## src/rtl/reg_seq_pkg.sv

```systemverilog
// Shared types and constants for the register-bank sequencer: op codes,
// FSM states, bank function-select codes and per-op step counts.
package reg_seq_pkg;

    typedef enum logic [2:0] {
        OP_LOAD     = 3'd0,
        OP_CLEAR    = 3'd1,
        OP_INC_N    = 3'd2,
        OP_DEC_N    = 3'd3,
        OP_LOAD32_B = 3'd4,
        OP_SEXT16   = 3'd5,
        OP_RSVD6    = 3'd6,
        OP_RSVD7    = 3'd7
    } op_e;

    typedef enum logic [1:0] {
        ST_IDLE = 2'd0,
        ST_RUN  = 2'd1,
        ST_DONE = 2'd2
    } state_e;

    // Function-select codes understood by the register bank.
    localparam logic [2:0] FS_DEC    = 3'b000;
    localparam logic [2:0] FS_INC    = 3'b001;
    localparam logic [2:0] FS_LOAD   = 3'b010;
    localparam logic [2:0] FS_CLR    = 3'b011;
    localparam logic [2:0] FS_LOAD8  = 3'b100;
    localparam logic [2:0] FS_LOAD16 = 3'b101;
    localparam logic [2:0] FS_SHL8   = 3'b110;
    localparam logic [2:0] FS_SEXT16 = 3'b111;

    // Number of bank steps an op issues; reserved ops issue none.
    function automatic logic [7:0] op_step_count(input op_e op, input logic [7:0] count);
        case (op)
            OP_LOAD, OP_CLEAR, OP_SEXT16: return 8'd1;
            OP_INC_N, OP_DEC_N:           return count;
            OP_LOAD32_B:                  return 8'd4;
            default:                      return 8'd0;
        endcase
    endfunction

    function automatic logic op_is_reserved(input op_e op);
        return (op == OP_RSVD6) || (op == OP_RSVD7);
    endfunction

endpackage

```

## src/rtl/reg_seq_step_gen.sv

```systemverilog
// Combinational step decoder: given the op, its latched operand and the
// step index, produce the bank FunSel and data input for that step.
module reg_seq_step_gen
    import reg_seq_pkg::*;
(
    input  op_e         op,
    input  logic [31:0] data,
    input  logic [1:0]  step_idx,
    output logic [2:0]  fun_sel,
    output logic [31:0] i_data
);

    logic [7:0] byte_sel;

    // Byte-serial load walks the operand from the most significant byte down.
    always_comb begin
        case (step_idx)
            2'd0:    byte_sel = data[31:24];
            2'd1:    byte_sel = data[23:16];
            2'd2:    byte_sel = data[15:8];
            default: byte_sel = data[7:0];
        endcase
    end

    // Per-op FunSel and data; data stays 0 for ops that do not consume it.
    always_comb begin
        // NOTE: every output gets a default before the case so no path leaves it unassigned (no latch).
        fun_sel = FS_DEC;
        i_data  = '0;
        case (op)
            OP_LOAD: begin
                fun_sel = FS_LOAD;
                i_data  = data;
            end
            OP_CLEAR:  fun_sel = FS_CLR;
            OP_INC_N:  fun_sel = FS_INC;
            OP_DEC_N:  fun_sel = FS_DEC;
            OP_LOAD32_B: begin
                fun_sel = (step_idx == 2'd0) ? FS_LOAD8 : FS_SHL8;
                i_data  = {24'd0, byte_sel};
            end
            OP_SEXT16: begin
                fun_sel = FS_SEXT16;
                i_data  = data;
            end
            default: ;
        endcase
    end

endmodule

```

## src/rtl/reg_bank_sequencer.sv

```systemverilog
// Register-bank sequencer: accepts one request at a time and replays it as
// a sequence of single-cycle bank operations, then pulses done.
// Optional feature macro: REG_SEQ_BOUNDS_CHECK_EN (out-of-range select or
// reserved op completes immediately with err=1; otherwise select wraps and
// reserved ops are zero-step no-ops).
module reg_bank_sequencer
    import reg_seq_pkg::*;
#(
    parameter int NUM_REGS = 4,
    parameter int SEL_W    = 2
)
(
    input  logic                Clock,
    input  logic                Reset,
    input  logic                req_valid,
    output logic                req_ready,
    input  logic [2:0]          req_op,
    input  logic [SEL_W-1:0]    req_sel,
    input  logic [31:0]         req_data,
    output logic [NUM_REGS-1:0] reg_E,
    output logic [2:0]          reg_FunSel,
    output logic [31:0]         reg_I,
    output logic                busy,
    output logic                done,
    output logic                err
);

    state_e              state_q, state_d;
    op_e                 op_q, op_d;
    logic [SEL_W-1:0]    sel_q, sel_d;
    logic [31:0]         data_q, data_d;
    logic [7:0]          cnt_q, cnt_d;
    logic [1:0]          idx_q, idx_d;
    logic [NUM_REGS-1:0] reg_e_q, reg_e_d;
    logic [2:0]          fun_sel_q, fun_sel_d;
    logic [31:0]         reg_i_q, reg_i_d;
    logic                busy_q, busy_d;
    logic                done_q, done_d;
    logic                err_q, err_d;

    op_e                 req_op_e;
    logic [SEL_W-1:0]    req_sel_mod;
    logic                req_bad;
    logic [7:0]          req_steps;

    op_e                 gen_op;
    logic [31:0]         gen_data;
    logic [1:0]          gen_idx;
    logic [2:0]          gen_fun_sel;
    logic [31:0]         gen_i;

    logic [SEL_W-1:0]    run_sel;
    logic                drive_step;

    assign req_op_e    = op_e'(req_op);
    assign req_sel_mod = SEL_W'(int'(req_sel) % NUM_REGS);

`ifdef REG_SEQ_BOUNDS_CHECK_EN
    assign req_bad = (int'(req_sel) >= NUM_REGS) || op_is_reserved(req_op_e);
`else
    assign req_bad = 1'b0;
`endif

    assign req_steps = req_bad ? 8'd0 : op_step_count(req_op_e, req_data[7:0]);

    // Step decoder sees the live request on accept, the latched one while running.
    always_comb begin
        gen_op   = op_q;
        gen_data = data_q;
        gen_idx  = idx_q + 2'd1;
        if (state_q == ST_IDLE) begin
            gen_op   = req_op_e;
            gen_data = req_data;
            gen_idx  = 2'd0;
        end
    end

    reg_seq_step_gen u_step_gen (
        .op       (gen_op),
        .data     (gen_data),
        .step_idx (gen_idx),
        .fun_sel  (gen_fun_sel),
        .i_data   (gen_i)
    );

    // Next-state and next-output logic; outputs are registered one cycle ahead.
    always_comb begin
        state_d    = state_q;
        op_d       = op_q;
        sel_d      = sel_q;
        data_d     = data_q;
        cnt_d      = cnt_q;
        idx_d      = idx_q;
        reg_e_d    = '0;
        fun_sel_d  = FS_DEC;
        reg_i_d    = '0;
        done_d     = 1'b0;
        err_d      = 1'b0;
        run_sel    = sel_q;
        drive_step = 1'b0;

        case (state_q)
            ST_IDLE: begin
                if (req_valid) begin
                    op_d   = req_op_e;
                    sel_d  = req_sel_mod;
                    data_d = req_data;
                    cnt_d  = req_steps;
                    idx_d  = 2'd0;
                    if (req_steps == 8'd0) begin
                        state_d = ST_DONE;
                        done_d  = 1'b1;
                        err_d   = req_bad;
                    end else begin
                        state_d    = ST_RUN;
                        drive_step = 1'b1;
                        run_sel    = req_sel_mod;
                    end
                end
            end
            // cnt_q counts the steps left including the one on the bank now.
            ST_RUN: begin
                if (cnt_q == 8'd1) begin
                    state_d = ST_DONE;
                    done_d  = 1'b1;
                    cnt_d   = 8'd0;
                end else begin
                    cnt_d      = cnt_q - 8'd1;
                    idx_d      = idx_q + 2'd1;
                    drive_step = 1'b1;
                end
            end
            ST_DONE: state_d = ST_IDLE;
            default: state_d = ST_IDLE;
        endcase

        if (drive_step) begin
            for (int i = 0; i < NUM_REGS; i++) begin
                reg_e_d[i] = (run_sel == SEL_W'(i));
            end
            fun_sel_d = gen_fun_sel;
            reg_i_d   = gen_i;
        end

        busy_d = (state_d != ST_IDLE);
    end

    // State and registered outputs, synchronous reset.
    always_ff @(posedge Clock) begin
        if (Reset) begin
            state_q   <= ST_IDLE;
            op_q      <= OP_LOAD;
            sel_q     <= '0;
            data_q    <= '0;
            cnt_q     <= '0;
            idx_q     <= '0;
            reg_e_q   <= '0;
            fun_sel_q <= FS_DEC;
            reg_i_q   <= '0;
            busy_q    <= 1'b0;
            done_q    <= 1'b0;
            err_q     <= 1'b0;
        end else begin
            // NOTE: non-blocking assignments so every flop samples pre-edge values.
            state_q   <= state_d;
            op_q      <= op_d;
            sel_q     <= sel_d;
            data_q    <= data_d;
            cnt_q     <= cnt_d;
            idx_q     <= idx_d;
            reg_e_q   <= reg_e_d;
            fun_sel_q <= fun_sel_d;
            reg_i_q   <= reg_i_d;
            busy_q    <= busy_d;
            done_q    <= done_d;
            err_q     <= err_d;
        end
    end

    assign req_ready  = (state_q == ST_IDLE);
    assign reg_E      = reg_e_q;
    assign reg_FunSel = fun_sel_q;
    assign reg_I      = reg_i_q;
    assign busy       = busy_q;
    assign done       = done_q;
    assign err        = err_q;

endmodule

```

## config.mk

```make
export PLATFORM = sky130hd
export DESIGN_NAME = reg_bank_sequencer
export DESIGN_NICKNAME = d
export VERILOG_FILES = /design/src/rtl/reg_seq_pkg.sv /design/src/rtl/reg_seq_step_gen.sv /design/src/rtl/reg_bank_sequencer.sv
export SDC_FILE = /design/constraint.sdc
export NUM_CORES = 1
export LEC_CHECK = 0
export BUFFER_PORTS_ARGS = -buffer_cell sky130_fd_sc_hd__buf_2
export CAP_MARGIN = 20
export CORE_UTILIZATION = 45
export DETAILED_ROUTE_END_ITERATION = 8
export GPL_TIMING_DRIVEN = 1
export PLACE_DENSITY_LB_ADDON = 0.08
export SYNTH_ARGS = -nofsm -noshare
export SYNTH_HDL_FRONTEND = slang
export SYNTH_SLANG_ARGS = --single-unit
```

## constraint.sdc

```tcl
create_clock -name Clock -period 2.19 [get_ports Clock]
set_input_delay 0.438 -clock Clock [delete_from_list [all_inputs] [get_ports Clock]]
set_output_delay 0.438 -clock Clock [all_outputs]
set_load 0.01 [all_outputs]
```

==> results.txt, run 1 <==
----------------------------------------------------
[Logic synthesis]
  Number of flops mapped to enable cells by yosys ... 0
  Proportion of netlist area held by the largest area contributor ... 43.7%
  Ranking of synthesized cells by area ... sky130_fd_sc_hd__dfxtp_1 (44%), sky130_fd_sc_hd__nand2_1 (13%), sky130_fd_sc_hd__a21oi_1 (7.6%)
  Number of instances in the synthesized netlist ... 513
  Most frequently used flop master after synthesis ... sky130_fd_sc_hd__dfxtp_1
  Number of different library cells in the post-synthesis netlist ... 59
  Library cell with the highest instance count after synthesis ... sky130_fd_sc_hd__nand2_1
  Post-synthesis instance area ... 4120 um^2
  Net count after synthesis ... 555
  Fraction of the yosys area taken by sequential cells ... 43.7%
  Register bit total from synthesis ... 90
  Yosys top cell by area ... sky130_fd_sc_hd__dfxtp_1
  Avg Cell Area, Syn ... 8.04 um^2
  Proportion of synthesized flip-flops having asynchronous set or reset ... 0%
  Synthesis warning total ... 0
  Commonest cells post-synth ... sky130_fd_sc_hd__nand2_1 (146), sky130_fd_sc_hd__dfxtp_1 (90), sky130_fd_sc_hd__a21oi_1 (63), sky130_fd_sc_hd__nor2_1 (25), sky130_fd_sc_hd__a21oi_2 (20)

[Worst setup path]
  Crit path cell chain ... or4_1, o211ai_4, o21ai_2, nand2b_4, a21oi_1
  Critical Setup Path Class ... flop to flop
  Setup crit start ... cnt_q[3]
  Kind of start point of the critical path ... flop
  CP Data Required Time ... 2430 ps
  CP endpoint kind ... flop
  Crit Reg-Reg Startpoint ... cnt_q[3]
  Master of the slowest instance on the critical path ... sky130_fd_sc_hd__or4_1
  Largest incremental delay on the critical path ... 680 ps
  Crit path DAT ... 2220 ps
  Highest fanout seen on the critical path ... 24

[Timing]
  Post-layout minimum cycle time ... 1980 ps
  Max Clock Freq ... 0.505 GHz
  Final hold violations ... 0
  Slew @ Worst Pin ... 693 ps
  Total negative setup slack ... 0 ps
  Final slew viol count ... 0
  Setup violations, final ... 0
  Unrepaired setup endpoints after global routing ... false
  Worst relative slew slack ... 53.6%
  Worst Clk Skew ... 11.4 ps
  Fin crit share ... 90.5%

[Floorplanning]
  Die area ... 9550 um^2
  Die Span X ... 97.7 um
  DIE HEIGHT ... 97.7 um
  Count of pins on the block boundary ... 83
  Core region area ... 8810 um^2
  Row count ... 34
  Effective utilization at floorplan ... 46.8%

[Detailed routing]
  Via density ... 5.44
  Final wirelength ... 11000 um
  Routed vias ... 3804
  Number of violations reported at the end of detailed-routing iteration 0 ... 182
  Total iterations of the first detailed-routing run ... 7
  Post-DRT Antenna Nets ... 0
  Detailed-route DRC error count ... 16
  Post-detailed-route wirelength per cell ... 15.8 um

[Outcome]
  Outcome ... finished, violations left
  Violated checks ... DRC

[Layout]
  Final design utilization ... 54.4%
  Diodes inserted ... 0
  Fill cell total of the finished layout ... 830
  Ratio of cells with drive above 1 in the final layout ... 25.4%
  Total number of nets in the final design ... 628
  Cell area after layout ... 4790 um^2
  Area growth from synthesis to final layout ... 16.3%

[Power and ir drop]
  Overall power consumption ... 3.97 mW
  Net load switching power ... 1.36 mW
  Sw Share ... 34.1%
  Combinational Power Share ... 25.8%
  Static Leakage ... 2.00 nW
  Sequential group share of total power ... 46.6%
  Portion of total power attributed to the clock network ... 27.6%
  Peak supply drop ... 314 uV
  Power Internal ... 2.62 mW
  Power density over cell area ... 828 nW/um^2

[Clock tree]
  Number of gates resized after CTS ... 0
  Number of clock sinks ... 90
  Cell at the root of the clock tree ... sky130_fd_sc_hd__clkbuf_8
  CTS Buffer Depth ... 2
  Hold-fix buffer count after cts ... 0
  Clock tree from TritonCTS ... built
  Clock buffers created by TritonCTS ... 9
  Skew-Pair Late Insertion Delay ... 360 ps
  Clock edge transition at the registers on the reported setup and hold paths ... 90 ps
  Maximum level of the CTS H-tree ... 3
  Setup fix buffers added after clock tree synthesis ... 0

[Place]
  Weighted congestion at the end of routability-driven global placement ... 0.861
  Port buffer count ... 81
  Post-DP Area ... 4610 um^2
  Detailed-placement wirelength estimate ... 7600 um

[Global route]
  Maximum number of pins on one net before global-route repair ... 47
  Number of global-route vias before repair ... 3490
  Number of antenna violations at the first check in global routing ... 0
  Overflow left after global routing ... 0
  Global-route wire length before repair ... 17900 um
  Global-route total usage across every layer ... 23.9%

[Min path]
  Worst min-delay path class ... input pin to flop
  Startpoint of the worst hold path ... req_data[16]

[Job]
  Count of maximum capacitance violations ... 0

----------------------------------------------------
-- power groups by stage --
stage / clock network [mW] / registers [mW] / logic [mW]
global placement: 0 / 1.89 / 1.02
global route: 1.19 / 1.87 / 1.13
finish: 1.10 / 1.85 / 1.02
detailed placement: 0 / 1.89 / 1.02
floorplan: 0 / 1.89 / 0.694
CTS: 1.12 / 1.85 / 1.02
-- per-layer routing --
metal | share of wire, % | global-route usage [%]
met2 | 45 | 37.2
met5 | 0 | 0
met3 | 5.1 | 4.10
met4 | 1.3 | 8.28
met1 | 49 | 33.4
-- flip-flops by register name (all words and copies together) (netlist names) --
register    cells
op_q            3
done            1
state_q         2
data_q         32
reg_I          32
reg_FunSel      3
cnt_q           8
sel_q           2
busy            1
idx_q           2
reg_E           4
-- worst max-delay path: cells and delay by family (launching register included) --
kind	cells	cell delay, ps
flip-flops	1	360
AND/OR/NAND/NOR	2	1030
AO/OA/AOI/OAI	3	450
-- logic make-up (layout without fill, tap and decap cells) --
| family | count (synthesis) | count (layout) | synth area share, % |
|---|---|---|---|
| multiplexers | 3 | 3 | 1.09 |
| other | 1 | 1 | 0.0910 |
| AO/OA/AOI/OAI | 145 | 145 | 23.8 |
| XOR/XNOR | 2 | 2 | 0.425 |
| AND/OR/NAND/NOR | 224 | 224 | 24.1 |
| flip-flops | 90 | 90 | 43.7 |
| buffers and inverters | 46 | 124 | 6.16 |
| adder cells (fa/ha/maj) | 2 | 2 | 0.607 |
-- layout make-up --
class	instances	area [um^2]	area share, %
repair buffers	98	558	11.6
clock inverters	5	37.5	0.783
well taps	108	135	2.82
multi-input cells	377	2070	43.2
clock buffers	11	151	3.16
flip-flops and latches	90	1800	37.6
inverters	10	37.5	0.783
-- stage by stage --
| step | instances | setup WS [ps] | hold slack, ps |
|---|---|---|---|
| 6_report | 699 | 208 | 309 |
| 3_3_place_gp | 683 | 219 | 460 |
| 2_1_floorplan | 513 | 396 | 440 |
| 3_5_place_dp | 683 | 192 | 464 |
| 5_1_grt | 699 | 49.4 | 307 |
| 4_1_cts | 699 | 188 | 303 |
-- final timing paths --
kind / slack [ps] / to / cells after the start
hold reg to reg: 480 / cnt_q[5] / 2
setup reg to reg: 210 / reg_I[9] / 5
hold / removal: 310 / data_q[16] / 3
setup / recovery: 210 / reg_I[9] / 5
-- cells in the final DEF (no fill, tap or decap), drive strengths merged, types with 5 or more instances in the layout --
cell / n
nand3: 10
a21boi: 7
nand2b: 12
a21oi: 83
dfxtp: 90
a211oi: 6
inv: 11
o21a: 8
clkbuf: 11
nand2: 146
nor2b: 5
nor3: 10
a32oi: 6
buf: 98
o21ai: 13
nor2: 25
(Power assumes the default switching activity.)
==> run 2: changes to the inputs <==
--- a/config.mk
+++ b/config.mk
@@ -13,4 +13,5 @@
 export PLACE_DENSITY_LB_ADDON = 0.08
 export SYNTH_ARGS = -nofsm -noshare
 export SYNTH_HDL_FRONTEND = slang
+export SYNTH_HIERARCHICAL = 1
 export SYNTH_SLANG_ARGS = --single-unit
==> run 2 against run 1 <==
  * The flow now finishes without violations
  * Final cell count grew 1.3%
  * Clock skew barely moved
  * Synthesized area grew 9.7%
  * Critical path depth up 3
  * Core utilization decreased by 0.97 points
  * Die area up 9.5%
  * Fmax decreased by 5.0%
  * Clock power rose by 6%
  * First-iteration DRC count fell by 3.8%
  * Non-clock buffer count grew 2
  * Via count fell by 1.6%
==> results.txt, run 2 <==
----------------------------------------------------
[Outcome]
  Outcome ... completed (was finished, violations left)

[Logic synthesis]
  Avg Cell Area, Syn ... 9.08 um^2 (was 8.04 um^2)
  Number of different library cells in the post-synthesis netlist ... 58 (was 59)
  Post-synthesis instance area ... 4520 um^2 (was 4120 um^2)
  Proportion of netlist area held by the largest area contributor ... 39.9% (was 43.7%)
  Commonest cells post-synth ... sky130_fd_sc_hd__dfxtp_1 (90), sky130_fd_sc_hd__nand2_1 (78), sky130_fd_sc_hd__a21oi_1 (49), sky130_fd_sc_hd__mux2_2 (44), sky130_fd_sc_hd__and2_1 (31) (was sky130_fd_sc_hd__nand2_1 (146), sky130_fd_sc_hd__dfxtp_1 (90), sky130_fd_sc_hd__a21oi_1 (63), sky130_fd_sc_hd__nor2_1 (25), sky130_fd_sc_hd__a21oi_2 (20))
  Fraction of the yosys area taken by sequential cells ... 39.9% (was 43.7%)
  Synthesis warning total ... 6 (was 0)
  Number of instances in the synthesized netlist ... 498 (was 513)
  Number of flops mapped to enable cells by yosys ... 0 (unchanged)
  Net count after synthesis ... 540 (was 555)
  Register bit total from synthesis ... 90 (unchanged)
  Library cell with the highest instance count after synthesis ... sky130_fd_sc_hd__dfxtp_1 (was sky130_fd_sc_hd__nand2_1)
  Ranking of synthesized cells by area ... sky130_fd_sc_hd__dfxtp_1 (40%), sky130_fd_sc_hd__mux2_2 (11%), sky130_fd_sc_hd__nand2_1 (6.5%) (was sky130_fd_sc_hd__dfxtp_1 (44%), sky130_fd_sc_hd__nand2_1 (13%), sky130_fd_sc_hd__a21oi_1 (7.6%))
  Most frequently used flop master after synthesis ... sky130_fd_sc_hd__dfxtp_1 (unchanged)
  Proportion of synthesized flip-flops having asynchronous set or reset ... 0% (unchanged)
  Yosys top cell by area ... sky130_fd_sc_hd__dfxtp_1 (unchanged)

[Layout]
  Sequential cell area in the final layout ... 1800 um^2 (unchanged)
  Count of non-filler cells in the finished layout ... 708 (was 699)
  Fill cell total of the finished layout ... 932 (was 830)
  Area of the multi-input gates ... 2480 um^2 (was 2070 um^2)
  Most frequent standard cell in the layout excluding fill and tap cells ... sky130_fd_sc_hd__dfxtp_1 (was sky130_fd_sc_hd__nand2_1)
  Diodes inserted ... 0 (unchanged)
  Ratio of cells with drive above 1 in the final layout ... 36.2% (was 25.4%)
  Cell area after layout ... 5230 um^2 (was 4790 um^2)
  Area growth from synthesis to final layout ... 15.6% (was 16.3%)
  Commonest non-fill, non-tap cells in the layout ... sky130_fd_sc_hd__dfxtp_1 (90), sky130_fd_sc_hd__buf_2 (81), sky130_fd_sc_hd__nand2_1 (78) (was sky130_fd_sc_hd__nand2_1 (146), sky130_fd_sc_hd__dfxtp_1 (90), sky130_fd_sc_hd__buf_2 (81))
  Total number of nets in the final design ... 612 (was 628)

[Detailed routing]
  Routed vias ... 3743 (was 3804)
  Number of violations reported at the end of detailed-routing iteration 0 ... 175 (was 182)
  Final wirelength ... 11300 um (was 11000 um)
  Detailed-route DRC error count ... 0 (was 16)
  Total iterations of the first detailed-routing run ... 7 (unchanged)
  Post-DRT Antenna Nets ... 0 (unchanged)
  Post-detailed-route wirelength per cell ... 16.0 um (was 15.8 um)
  Via density ... 5.29 (was 5.44)

[Place]
  Post-DP Area ... 4990 um^2 (was 4610 um^2)
  Placed Instances ... 690 (was 683)
  Weighted congestion at the end of routability-driven global placement ... 0.874 (was 0.861)
  Detailed-placement wirelength estimate ... 7750 um (was 7600 um)
  Port buffer count ... 81 (unchanged)
  Pre-CTS setup slack ... -33.9 ps (was 192 ps)

[Worst setup path]
  CP Data Required Time ... 2500 ps (was 2430 ps)
  Master of the slowest instance on the critical path ... sky130_fd_sc_hd__mux2_2 (was sky130_fd_sc_hd__or4_1)
  Highest fanout seen on the critical path ... 8 (was 24)
  Kind of start point of the critical path ... flop (unchanged)
  Critical Setup Path Class ... flop to flop (unchanged)
  Crit path DAT ... 2400 ps (was 2220 ps)
  Crit path cell chain ... nor2_4, mux2_2, buf_4, nor3b_4, buf_4, o221ai_1, a22oi_2, and2_4 (was or4_1, o211ai_4, o21ai_2, nand2b_4, a21oi_1)
  Kind of cell adding the most delay to the critical path ... simple AND/OR/NAND/NOR gates (unchanged)
  Largest incremental delay on the critical path ... 420 ps (was 680 ps)
  Crit path top cell by count ... sky130_fd_sc_hd__buf_4
  CP Buf/Inv Count ... 2 (was 0)
  CP endpoint kind ... flop (unchanged)

[Timing]
  Worst relative slew slack ... 56.5% (was 53.6%)
  Final WS setup ... 103 ps (was 208 ps)
  Max Clock Freq ... 0.479 GHz (was 0.505 GHz)
  Fin crit share ... 95.3% (was 90.5%)
  Setup violations, final ... 0 (unchanged)
  Worst Clk Skew ... 11.2 ps (was 11.4 ps)
  Final slew viol count ... 0 (unchanged)
  Final hold violations ... 0 (unchanged)
  Slew @ Worst Pin ... 648 ps (was 693 ps)
  Post-layout minimum cycle time ... 2090 ps (was 1980 ps)
  Unrepaired setup endpoints after global routing ... false (unchanged)
  Total negative setup slack ... 0 ps (unchanged)

[Clock tree]
  Cell at the root of the clock tree ... sky130_fd_sc_hd__clkbuf_8 (unchanged)
  Clock tree from TritonCTS ... built (unchanged)
  Number of clock sinks ... 90 (unchanged)
  Clock buffers created by TritonCTS ... 9 (unchanged)
  Skew-Pair Late Insertion Delay ... 370 ps (was 360 ps)
  Clock edge transition at the registers on the reported setup and hold paths ... 100 ps (was 90 ps)
  Maximum level of the CTS H-tree ... 3 (unchanged)
  CTS Buffer Depth ... 2 (unchanged)
  Hold-fix buffer count after cts ... 0 (unchanged)

[Power and ir drop]
  Static Leakage ... 2.20 nW (was 2.00 nW)
  Power density over cell area ... 875 nW/um^2 (was 828 nW/um^2)
  Peak supply drop ... 370 uV (was 314 uV)

[Global route]
  Maximum number of pins on one net before global-route repair ... 55 (was 47)
  Overflow left after global routing ... 0 (unchanged)
  Global-route total usage across every layer ... 22.3% (was 23.9%)
  Number of global-route vias before repair ... 3457 (was 3490)
  Global-route wire length before repair ... 17700 um (was 17900 um)
  Number of antenna violations at the first check in global routing ... 0 (unchanged)

[Floorplanning]
  Effective utilization at floorplan ... 46.2% (was 46.8%)
  Row count ... 36 (was 34)
  Die area ... 10500 um^2 (was 9550 um^2)
  Count of pins on the block boundary ... 83 (unchanged)
  DIE HEIGHT ... 102 um (was 97.7 um)
  Core region area ... 9770 um^2 (was 8810 um^2)
  Die Span X ... 102 um (was 97.7 um)

[Job]
  Count of maximum capacitance violations ... 0 (unchanged)

[Min path]
  Worst min-delay path class ... input pin to flop (unchanged)

----------------------------------------------------
## run 2: cell type report
type | count | share of cell area, %
Clock inverter | 6 | 1.27
Tap cell | 133 | 3.18
Sequential cell | 90 | 34.5
Clock buffer | 10 | 2.63
Timing Repair Buffer | 100 | 10.6
Inverter | 6 | 0.431
Multi-Input combinational cell | 363 | 47.5
## run 2: path summary, 6_finish.rpt
| kind | from | end | slack, ps | depth (start not counted) |
|---|---|---|---|---|
| worst max-delay path | state_q[1] | reg_I[7] | 100 | 8 |
| worst min-delay path | req_data[25] | data_q[25] | 320 | 3 |
| worst max register to register | state_q[1] | reg_I[7] | 100 | 8 |
| worst min register to register | data_q[7] | data_q[7] | 460 | 2 |
## run 2: power breakdown
group / switching, mW / internal, mW
combinational: 0.864 / 0.665
clock: 0.612 / 0.561
sequential: 0.0780 / 1.79
total: 1.55 / 3.02
## run 2: cell families (layout without fill, tap and decap cells)
kind of cell             count (synthesis)  count (layout)  synth area share [%]
AND/OR/NAND/NOR                        216             216                  26.9
AO/OA/AOI/OAI                           96              97                  14.9
flip-flops                              90              90                  39.9
buffers and inverters                   46             122                  6.09
multiplexers                            45              45                  11.2
adder cells (fa/ha/maj)                  2               2                 0.553
XOR/XNOR                                 2               2                 0.388
other                                    1               1                0.0830
## run 2: timing repair
action / 4_1_cts / 5_1_grt
resized for setup: 1 / 3
hold endpoints to repair: 0 / 0
buffers inserted: 0 / 1
pin swaps: 0 / 1
setup endpoints to repair: 8 / 35
cloned: 0 / 1
## run 2: worst reg2reg max path, delay by kind of cell, from the launching register on
kind | cells | cell delay (ps)
simple gates | 3 | 600
mux | 1 | 420
buf+inv | 2 | 370
flops | 1 | 350
compound gates | 2 | 290
## run 2: through the flow
step                hold WS (ps)  utilization [%]  total power [mW]
CTS                          302             53.1              4.58
floorplan                    434                -              3.05
finish                       315             53.5              4.57
global route                 298             53.5              4.85
detailed placement           444             51.0              3.41
global placement             439             51.0              3.40
## run 2: per-layer routing
metal | share of wire (%) | track usage [%]
met3 | 4.5 | 4.17
met1 | 47 | 29.7
met5 | 0 | 0
met2 | 47 | 36.0
met4 | 1.3 | 8.35
